<file path="config.mk">
export PLATFORM = sky130hd
export DESIGN_NAME = alu_issue_flat
export DESIGN_NICKNAME = d
export VERILOG_FILES = /design/src/rtl/alu_pkg.sv /design/src/rtl/alu_issue_if.sv /design/src/rtl/alu_decode.sv /design/src/rtl/alu_issue.sv /design/src/flat_wrapper.sv
export SDC_FILE = /design/constraint.sdc
export NUM_CORES = 1
export LEC_CHECK = 0
export ABC_AREA = 1
export CAP_MARGIN = 20
export CELL_PAD_IN_SITES_DETAIL_PLACEMENT = 0
export CELL_PAD_IN_SITES_GLOBAL_PLACEMENT = 2
export CORE_MARGIN = 5
export CORE_UTILIZATION = 27
export CTS_BUF_LIST = sky130_fd_sc_hd__clkbuf_4 sky130_fd_sc_hd__clkbuf_8
export DETAILED_ROUTE_END_ITERATION = 10
export GPL_TIMING_DRIVEN = 0
export PLACE_DENSITY = 0.82
export SYNTH_ARGS = -nofsm -noshare
export SYNTH_HDL_FRONTEND = slang
export SYNTH_SLANG_ARGS = --single-unit
</file>
<file path="constraint.sdc">
create_clock -name clk -period 1.8 [get_ports clk]
set_clock_uncertainty 0.1 [all_clocks]
set_input_delay 0.27 -clock clk [delete_from_list [all_inputs] [get_ports clk]]
set_output_delay 0.27 -clock clk [all_outputs]
set_load 0.05 [all_outputs]
</file>
<file path="src/rtl/alu_pkg.sv">
// Shared RV32I opcode constants, ALU operation codes and the buffered request
// format used by the ALU issue stage.
package alu_pkg;

  localparam int XLEN = 32;

  localparam logic [6:0] R_TYPE = 7'b0110011;
  localparam logic [6:0] I_ALU  = 7'b0010011;
  localparam logic [6:0] LUI    = 7'b0110111;
  localparam logic [6:0] LOAD   = 7'b0000011;
  localparam logic [6:0] STORE  = 7'b0100011;
  localparam logic [6:0] BRANCH = 7'b1100011;

  localparam logic [6:0] F7_ZERO = 7'b0000000;
  localparam logic [6:0] F7_ALT  = 7'b0100000;

  // Branch comparisons all live in the upper half of the code space (bit 3 set).
  typedef enum logic [3:0] {
    OP_AND  = 4'b0000,
    OP_OR   = 4'b0001,
    OP_ADD  = 4'b0010,
    OP_SUB  = 4'b0011,
    OP_XOR  = 4'b0100,
    OP_SLT  = 4'b0101,
    OP_EQ   = 4'b1000,
    OP_LUI  = 4'b1001,
    OP_SLTI = 4'b1010,
    OP_ADDI = 4'b1011,
    OP_SLLI = 4'b1100,
    OP_SRLI = 4'b1101,
    OP_SRAI = 4'b1110
  } alu_op_e;

  typedef struct packed {
    logic [XLEN-1:0] SrcA;
    logic [XLEN-1:0] SrcB;
    alu_op_e         Operation;
    logic            Illegal;
  } alu_req_t;

  function automatic alu_req_t illegalReq();
    alu_req_t r;
    r.SrcA      = '0;
    r.SrcB      = '0;
    r.Operation = OP_AND;
    r.Illegal   = 1'b1;
    return r;
  endfunction

endpackage

</file>
<file path="src/rtl/alu_issue_if.sv">
// Handshake bundle between the ID stage, the issue buffer and the ALU stage.
// The issue stage is the slave; whoever feeds it and consumes from it is the master.
interface alu_issue_if #(
  parameter int DATA_WIDTH    = 32,
  parameter int OPCODE_LENGTH = 4
);
  logic                     in_valid;
  logic                     in_ready;
  logic [6:0]               Opcode;
  logic [2:0]               Funct3;
  logic [6:0]               Funct7;
  logic [DATA_WIDTH-1:0]    RD1;
  logic [DATA_WIDTH-1:0]    RD2;
  logic [DATA_WIDTH-1:0]    Imm;
  logic                     flush;
  logic                     out_valid;
  logic                     out_ready;
  logic [DATA_WIDTH-1:0]    SrcA;
  logic [DATA_WIDTH-1:0]    SrcB;
  logic [OPCODE_LENGTH-1:0] Operation;
  logic                     Illegal;

  modport master (
    output in_valid, Opcode, Funct3, Funct7, RD1, RD2, Imm, flush, out_ready,
    input  in_ready, out_valid, SrcA, SrcB, Operation, Illegal
  );

  modport slave (
    input  in_valid, Opcode, Funct3, Funct7, RD1, RD2, Imm, flush, out_ready,
    output in_ready, out_valid, SrcA, SrcB, Operation, Illegal
  );
endinterface

</file>
<file path="src/rtl/alu_decode.sv">
// Combinational RV32I field decoder: picks the ALU operation and operand sources,
// or produces a zeroed request flagged Illegal for anything it does not support.
module alu_decode
  import alu_pkg::*;
(
  input  logic [6:0]      opcode_i,
  input  logic [2:0]      funct3_i,
  input  logic [6:0]      funct7_i,
  input  logic [XLEN-1:0] rd1_i,
  input  logic [XLEN-1:0] rd2_i,
  input  logic [XLEN-1:0] imm_i,
  output alu_req_t        req_o
);

  logic            legal;
  alu_op_e         op;
  logic [XLEN-1:0] srcA;
  logic [XLEN-1:0] srcB;

  always_comb begin
    legal = 1'b1;
    op    = OP_AND;
    srcA  = rd1_i;
    srcB  = rd2_i;
    unique case (opcode_i)
      R_TYPE: begin
        unique case (funct3_i)
          3'b000: begin
            if (funct7_i == F7_ZERO)     op = OP_ADD;
            else if (funct7_i == F7_ALT) op = OP_SUB;
            else                         legal = 1'b0;
          end
          3'b111:  op = OP_AND;
          3'b110:  op = OP_OR;
          3'b100:  op = OP_XOR;
          3'b010:  op = OP_SLT;
          default: legal = 1'b0;
        endcase
      end
      I_ALU: begin
        srcB = imm_i;
        unique case (funct3_i)
          3'b000: op = OP_ADDI;
          3'b010: op = OP_SLTI;
          3'b111: op = OP_AND;
          3'b110: op = OP_OR;
          3'b100: op = OP_XOR;
          3'b001: begin
            srcB = {{(XLEN-5){1'b0}}, imm_i[4:0]};
            if (funct7_i == F7_ZERO) op = OP_SLLI;
            else                     legal = 1'b0;
          end
          3'b101: begin
            srcB = {{(XLEN-5){1'b0}}, imm_i[4:0]};
            if (funct7_i == F7_ZERO)     op = OP_SRLI;
            else if (funct7_i == F7_ALT) op = OP_SRAI;
            else                         legal = 1'b0;
          end
          default: legal = 1'b0;
        endcase
      end
      LUI: begin
        op   = OP_LUI;
        srcA = '0;
        srcB = imm_i;
      end
      LOAD, STORE: begin
        op   = OP_ADD;
        srcB = imm_i;
      end
      BRANCH: begin
        if (funct3_i == 3'b000) op = OP_EQ;
        else                    legal = 1'b0;
      end
      default: legal = 1'b0;
    endcase
  end

  always_comb begin
    req_o = illegalReq();
    if (legal) begin
      req_o.SrcA      = srcA;
      req_o.SrcB      = srcB;
      req_o.Operation = op;
      req_o.Illegal   = 1'b0;
    end
  end

endmodule

</file>
<file path="src/rtl/alu_issue.sv">
// ALU issue stage: decodes the incoming instruction and queues it in a 2-entry
// FIFO toward the ALU. in_ready depends only on the registered occupancy.
module alu_issue
  import alu_pkg::*;
#(
  parameter int DATA_WIDTH    = 32,
  parameter int OPCODE_LENGTH = 4,
  parameter int DEPTH         = 2
) (
  input  logic      clk,
  input  logic      reset,
  alu_issue_if.slave bus
);

  localparam logic [1:0] FULL = 2'(DEPTH);

  alu_req_t   decoded;
  alu_req_t   mem_q [2];
  alu_req_t   mem_d [2];
  alu_req_t   head;
  logic [1:0] count_q, count_d;
  logic       rd_q, rd_d;
  logic       wr_q, wr_d;
  logic       push, pop;

  logic [DATA_WIDTH-1:0]    srcAHead;
  logic [DATA_WIDTH-1:0]    srcBHead;
  logic [OPCODE_LENGTH-1:0] opHead;

  alu_decode u_decode (
    .opcode_i (bus.Opcode),
    .funct3_i (bus.Funct3),
    .funct7_i (bus.Funct7),
    .rd1_i    (bus.RD1),
    .rd2_i    (bus.RD2),
    .imm_i    (bus.Imm),
    .req_o    (decoded)
  );

  assign bus.in_ready  = (count_q < FULL);
  assign bus.out_valid = (count_q != 2'd0);
  assign push          = bus.in_valid & bus.in_ready;
  assign pop           = bus.out_valid & bus.out_ready;

  assign head          = mem_q[rd_q];
  assign srcAHead      = head.SrcA;
  assign srcBHead      = head.SrcB;
  assign opHead        = head.Operation;
  assign bus.SrcA      = srcAHead;
  assign bus.SrcB      = srcBHead;
  assign bus.Operation = opHead;
  assign bus.Illegal   = head.Illegal;

  // Flush wins over anything else arriving in the same cycle.
  always_comb begin
    mem_d   = mem_q;
    count_d = count_q;
    rd_d    = rd_q;
    wr_d    = wr_q;
    if (bus.flush) begin
      count_d = 2'd0;
      rd_d    = 1'b0;
      wr_d    = 1'b0;
    end else begin
      if (push) begin
        mem_d[wr_q] = decoded;
        wr_d        = ~wr_q;
      end
      if (pop) begin
        rd_d = ~rd_q;
      end
      count_d = count_q + {1'b0, push} - {1'b0, pop};
    end
  end

  always_ff @(posedge clk) begin
    if (reset) begin
      count_q <= 2'd0;
      rd_q    <= 1'b0;
      wr_q    <= 1'b0;
      for (int i = 0; i < 2; i++) begin
        mem_q[i] <= '0;
      end
    end else begin
      count_q <= count_d;
      rd_q    <= rd_d;
      wr_q    <= wr_d;
      mem_q   <= mem_d;
    end
  end

endmodule

</file>
<file path="src/flat_wrapper.sv">
// flat-port wrapper written by rule: the top's interface ports become plain ports
module alu_issue_flat import alu_pkg::*;
#(
  parameter int DATA_WIDTH    = 32,
  parameter int OPCODE_LENGTH = 4,
  parameter int DEPTH         = 2
)
  (clk, reset, bus_in_valid, bus_Opcode, bus_Funct3, bus_Funct7, bus_RD1, bus_RD2, bus_Imm, bus_flush, bus_out_ready, bus_in_ready, bus_out_valid, bus_SrcA, bus_SrcB, bus_Operation, bus_Illegal);
  alu_issue_if #(.DATA_WIDTH(DATA_WIDTH), .OPCODE_LENGTH(OPCODE_LENGTH)) bus_i ();
  input  logic clk;
  input  logic reset;
  input wire logic [$bits(bus_i.in_valid)-1:0] bus_in_valid;
  input wire logic [$bits(bus_i.Opcode)-1:0] bus_Opcode;
  input wire logic [$bits(bus_i.Funct3)-1:0] bus_Funct3;
  input wire logic [$bits(bus_i.Funct7)-1:0] bus_Funct7;
  input wire logic [$bits(bus_i.RD1)-1:0] bus_RD1;
  input wire logic [$bits(bus_i.RD2)-1:0] bus_RD2;
  input wire logic [$bits(bus_i.Imm)-1:0] bus_Imm;
  input wire logic [$bits(bus_i.flush)-1:0] bus_flush;
  input wire logic [$bits(bus_i.out_ready)-1:0] bus_out_ready;
  output wire logic [$bits(bus_i.in_ready)-1:0] bus_in_ready;
  output wire logic [$bits(bus_i.out_valid)-1:0] bus_out_valid;
  output wire logic [$bits(bus_i.SrcA)-1:0] bus_SrcA;
  output wire logic [$bits(bus_i.SrcB)-1:0] bus_SrcB;
  output wire logic [$bits(bus_i.Operation)-1:0] bus_Operation;
  output wire logic [$bits(bus_i.Illegal)-1:0] bus_Illegal;
  assign bus_i.in_valid = bus_in_valid;
  assign bus_i.Opcode = bus_Opcode;
  assign bus_i.Funct3 = bus_Funct3;
  assign bus_i.Funct7 = bus_Funct7;
  assign bus_i.RD1 = bus_RD1;
  assign bus_i.RD2 = bus_RD2;
  assign bus_i.Imm = bus_Imm;
  assign bus_i.flush = bus_flush;
  assign bus_i.out_ready = bus_out_ready;
  assign bus_in_ready = bus_i.in_ready;
  assign bus_out_valid = bus_i.out_valid;
  assign bus_SrcA = bus_i.SrcA;
  assign bus_SrcB = bus_i.SrcB;
  assign bus_Operation = bus_i.Operation;
  assign bus_Illegal = bus_i.Illegal;
  alu_issue #(.DATA_WIDTH(DATA_WIDTH), .OPCODE_LENGTH(OPCODE_LENGTH), .DEPTH(DEPTH)) u_core (.clk(clk), .reset(reset), .bus(bus_i));
endmodule
</file>
==> results.md <==
* CTS tree: done
* Via count at 7,928
* Async S/R FF share, synth at 0%
* DRT Pass-1 Iters at 5
* Largest net degree at the start of global routing at 17
* Synth warn at 0
* IO Port Bufs at 187
* Final hold vios at 0
* Crit start category: register
* Register area share after synthesis at 38.8%
* Drt initial violations at 416
* ANT cells at 0
* Final WS setup at -0.147 ns
* CTS Buf Count at 17
* Area contributors post-synth: dfxtp_1 39%, nand2_1 16%, o21ai_0 9.7%, nand3_1 6.8%, a21oi_1 6.7%
* Reg2Reg Setup Slack at 0.14 ns
* Slew HR at 64.9%
* Capturing point of the worst reg2reg path: u_core.mem_q[37]
* Leading area contributor after synthesis: dfxtp_1
* Post-synthesis simple-gate area fraction at 30.4%
* Initial Utilization at 27.3%
* Antenna Nets Post-Route at 0
* DR WL/cell at 17.3 µm
* Required time worst endpoint at 1.43 ns
* Clk slew on worst S/H paths at 0.10 ns
* Vias in the first global route at 8,012
* Skew-Pair Late Insertion Delay at 0.46 ns
* Mapped Area at 7330 µm²
* Status: finished, violations left
* Vias per inst at 4.76
* Synth cell types at 30
* Fmax at 0.514 GHz
* Failing checks: setup timing
* Post-synth top area share at 38.8%
* DRC at 0
* Post-synthesis adder-cell area fraction at 0.341%
* Share of cells above drive strength 1 at 30.7%
* Pwr Density at 698 nW/µm²
* Critical path arrival at 1.58 ns
* Element type at the critical path end: output port
* Syn avg cell area at 6.75 µm²
* Hold Buf Count CTS at 0
* Synth Net Count at 1,206
* GRT Overall Usage at 18.5%
* Grt ovf at 0
* Multi-input gate area at 4400 µm²
* Full die area at 30,500 µm²
* Final period util at 108%
* Most frequent cell after synthesis: nand2_1
* FF-to-FF Start: u_core.count_q[1]
* VDD IR max at 417 µV
* Commonest cells post-synth: 315 x nand2_1, 142 x dfxtp_1, 142 x o21ai_0, 99 x nand3_1, 98 x a21oi_1
* Die X at 175 µm
* CTS root buf: clkbuf_8
* Max-cap violations at 0
* Worst Tran Pin Value at 0.527 ns
* Multiplexer share of the synthesized area at 0%
* Dpl hpwl at 20.8 mm
* Pleak at 5.10 nW
* Critical path class: register to output port
* Dpl ws at -1.29 ns
* Nets@finish at 1,432
* Chip height at 175 µm
* Final hold slack at 0.232 ns
* Setup-failing EPs final at 69
* Worst reg2reg path depth at 6
* Mapped Cells at 1,086
* Post-Synth XOR/XNOR Area at 0.119%
* Slew Limit Fails at 0
* Placeable Area at 26,900 µm²
* Synth Register Bits at 142
* Top_reg_cell synth: dfxtp_1
* Compound-gate portion of the synthesized area at 21.3%
* Register area at 2850 µm²
* Final WL at 28.9 mm
* Wire length of the first global-routing pass at 45.0 mm
* Area Overhead vs Synth at 58.3%
* Initial antenna violation count at 0
* RD Place Congestion at 0.787
* CP max FO at 10
* CTS Buffer Depth at 2
* Clock sinks at 142
* Finished Core Util at 43.2%
* Post-synth EDFFs at 0
* RSZ-0062 raised after global routing: yes
* Min Tclk post-route at 1.95 ns
* Core Rows at 60
* Fill cell count at 2,798
* CP startpoint: u_core.rd_q
* Htree depth at 4
* Num ports at 189
* Hold Path Class: input pin to register
* Largest family of logic cells by synthesized area: simple AND/OR/NAND/NOR gates
* Critical Path End: bus_SrcB[5]
## registers in the layout (all words and copies together), names as in the netlist
register,flops
u_core.count_q,2
u_core.mem_q,138
u_core.rd_q,1
u_core.wr_q,1
## worst min path at each step
| stage | startpoint | to | slack [ns] | depth (start not counted) |
|---|---|---|---|---|
| after floorplan | bus_flush | u_core.count_q[0] | 0.35 | 3 |
| after global placement | u_core.wr_q | u_core.wr_q | 0.39 | 2 |
| after detailed placement | u_core.wr_q | u_core.wr_q | 0.40 | 2 |
| after CTS | reset | u_core.mem_q[3] | 0.18 | 4 |
| after global routing | reset | u_core.mem_q[3] | 0.23 | 4 |
| final | reset | u_core.mem_q[3] | 0.23 | 4 |
## stage by stage
| step | power [W] | std cells | TNS (ns) | area, µm² |
|---|---|---|---|---|
| finish | 0.00809 | 1666 | -7.79 | 11600 |
| global route | 0.00845 | 1666 | -13.19 | 11600 |
| CTS | 0.00805 | 1662 | -9.00 | 11100 |
| detailed placement | 0.00512 | 1614 | -180.84 | 9640 |
| global placement | 0.00512 | 1614 | -179.44 | 9640 |
| floorplan | 0.00439 | 1086 | -0.444 | 7340 |
## cell families (layout without fill, tap and decap cells)
family / Yosys count / after routing
flops: 142 / 142
compound gates: 281 / 281
xor+xnor: 1 / 1
fa+ha+maj: 2 / 2
simple gates: 506 / 506
buf+inv: 154 / 393
## metal layers
| metal | track usage, % | part of all wire, % | up-vias |
|---|---|---|---|
| met1 | 25.0 | 46 | 3707 |
| met4 | 4.22 | 1.3 | 0 |
| met2 | 30.6 | 47 | 205 |
| met5 | 0 | 0 | - |
| li1 | - | - | 3996 |
| met3 | 3.85 | 4.9 | 20 |
## area by class of cell
type	count	area share [%]
multi-input cells	790	38.0
well taps	341	3.68
clock inverters	13	1.32
clock buffers	19	2.20
flip-flops and latches	142	24.5
repair buffers	208	20.7
plain buffers	82	7.28
inverters	71	2.36
## report_power, final
group,internal (W),switching [W]
logic,0.000852,0.00116
registers,0.00329,0.0000871
clock network,0.00131,0.00139
## layout by cell type (no fill, tap or decap), types with 5 or more instances in the layout
cell type and count:
clkbuf_16 16, clkbuf_1 14, inv_2 5, dlymetal6s2s_1 7, buf_12 9, nor2_1 51, buf_4 20, dfxtp_1 140
nand2_1 197, a21oi_2 47, buf_8 37, nand3_1 99, clkbuf_2 12, clkbuf_4 11, a21oi_1 91, nand2_4 50
inv_1 63, buf_2 10, nor2_4 5, clkdlybuf4s50_1 109, buf_6 40, inv_6 6, nand2_2 90, o21ai_0 138
clkbuf_8 19
## critical path, stage by stage (launching register included)
cell and delay (ns):
dfxtp_4 0.42, inv_4 0.05, clkbuf_16 0.17, buf_12 0.15, nand2_1 0.07, nand2_2 0.08
buf_8 0.16
## timing repair
item	CTS	global route
buffers inserted	11	3
pin swaps	23	23
endpoints found under the setup margin	209	208
hold endpoints to repair	0	0
resized for setup	722	149
cloned	5	2
Power figures use the tool's default switching activity.
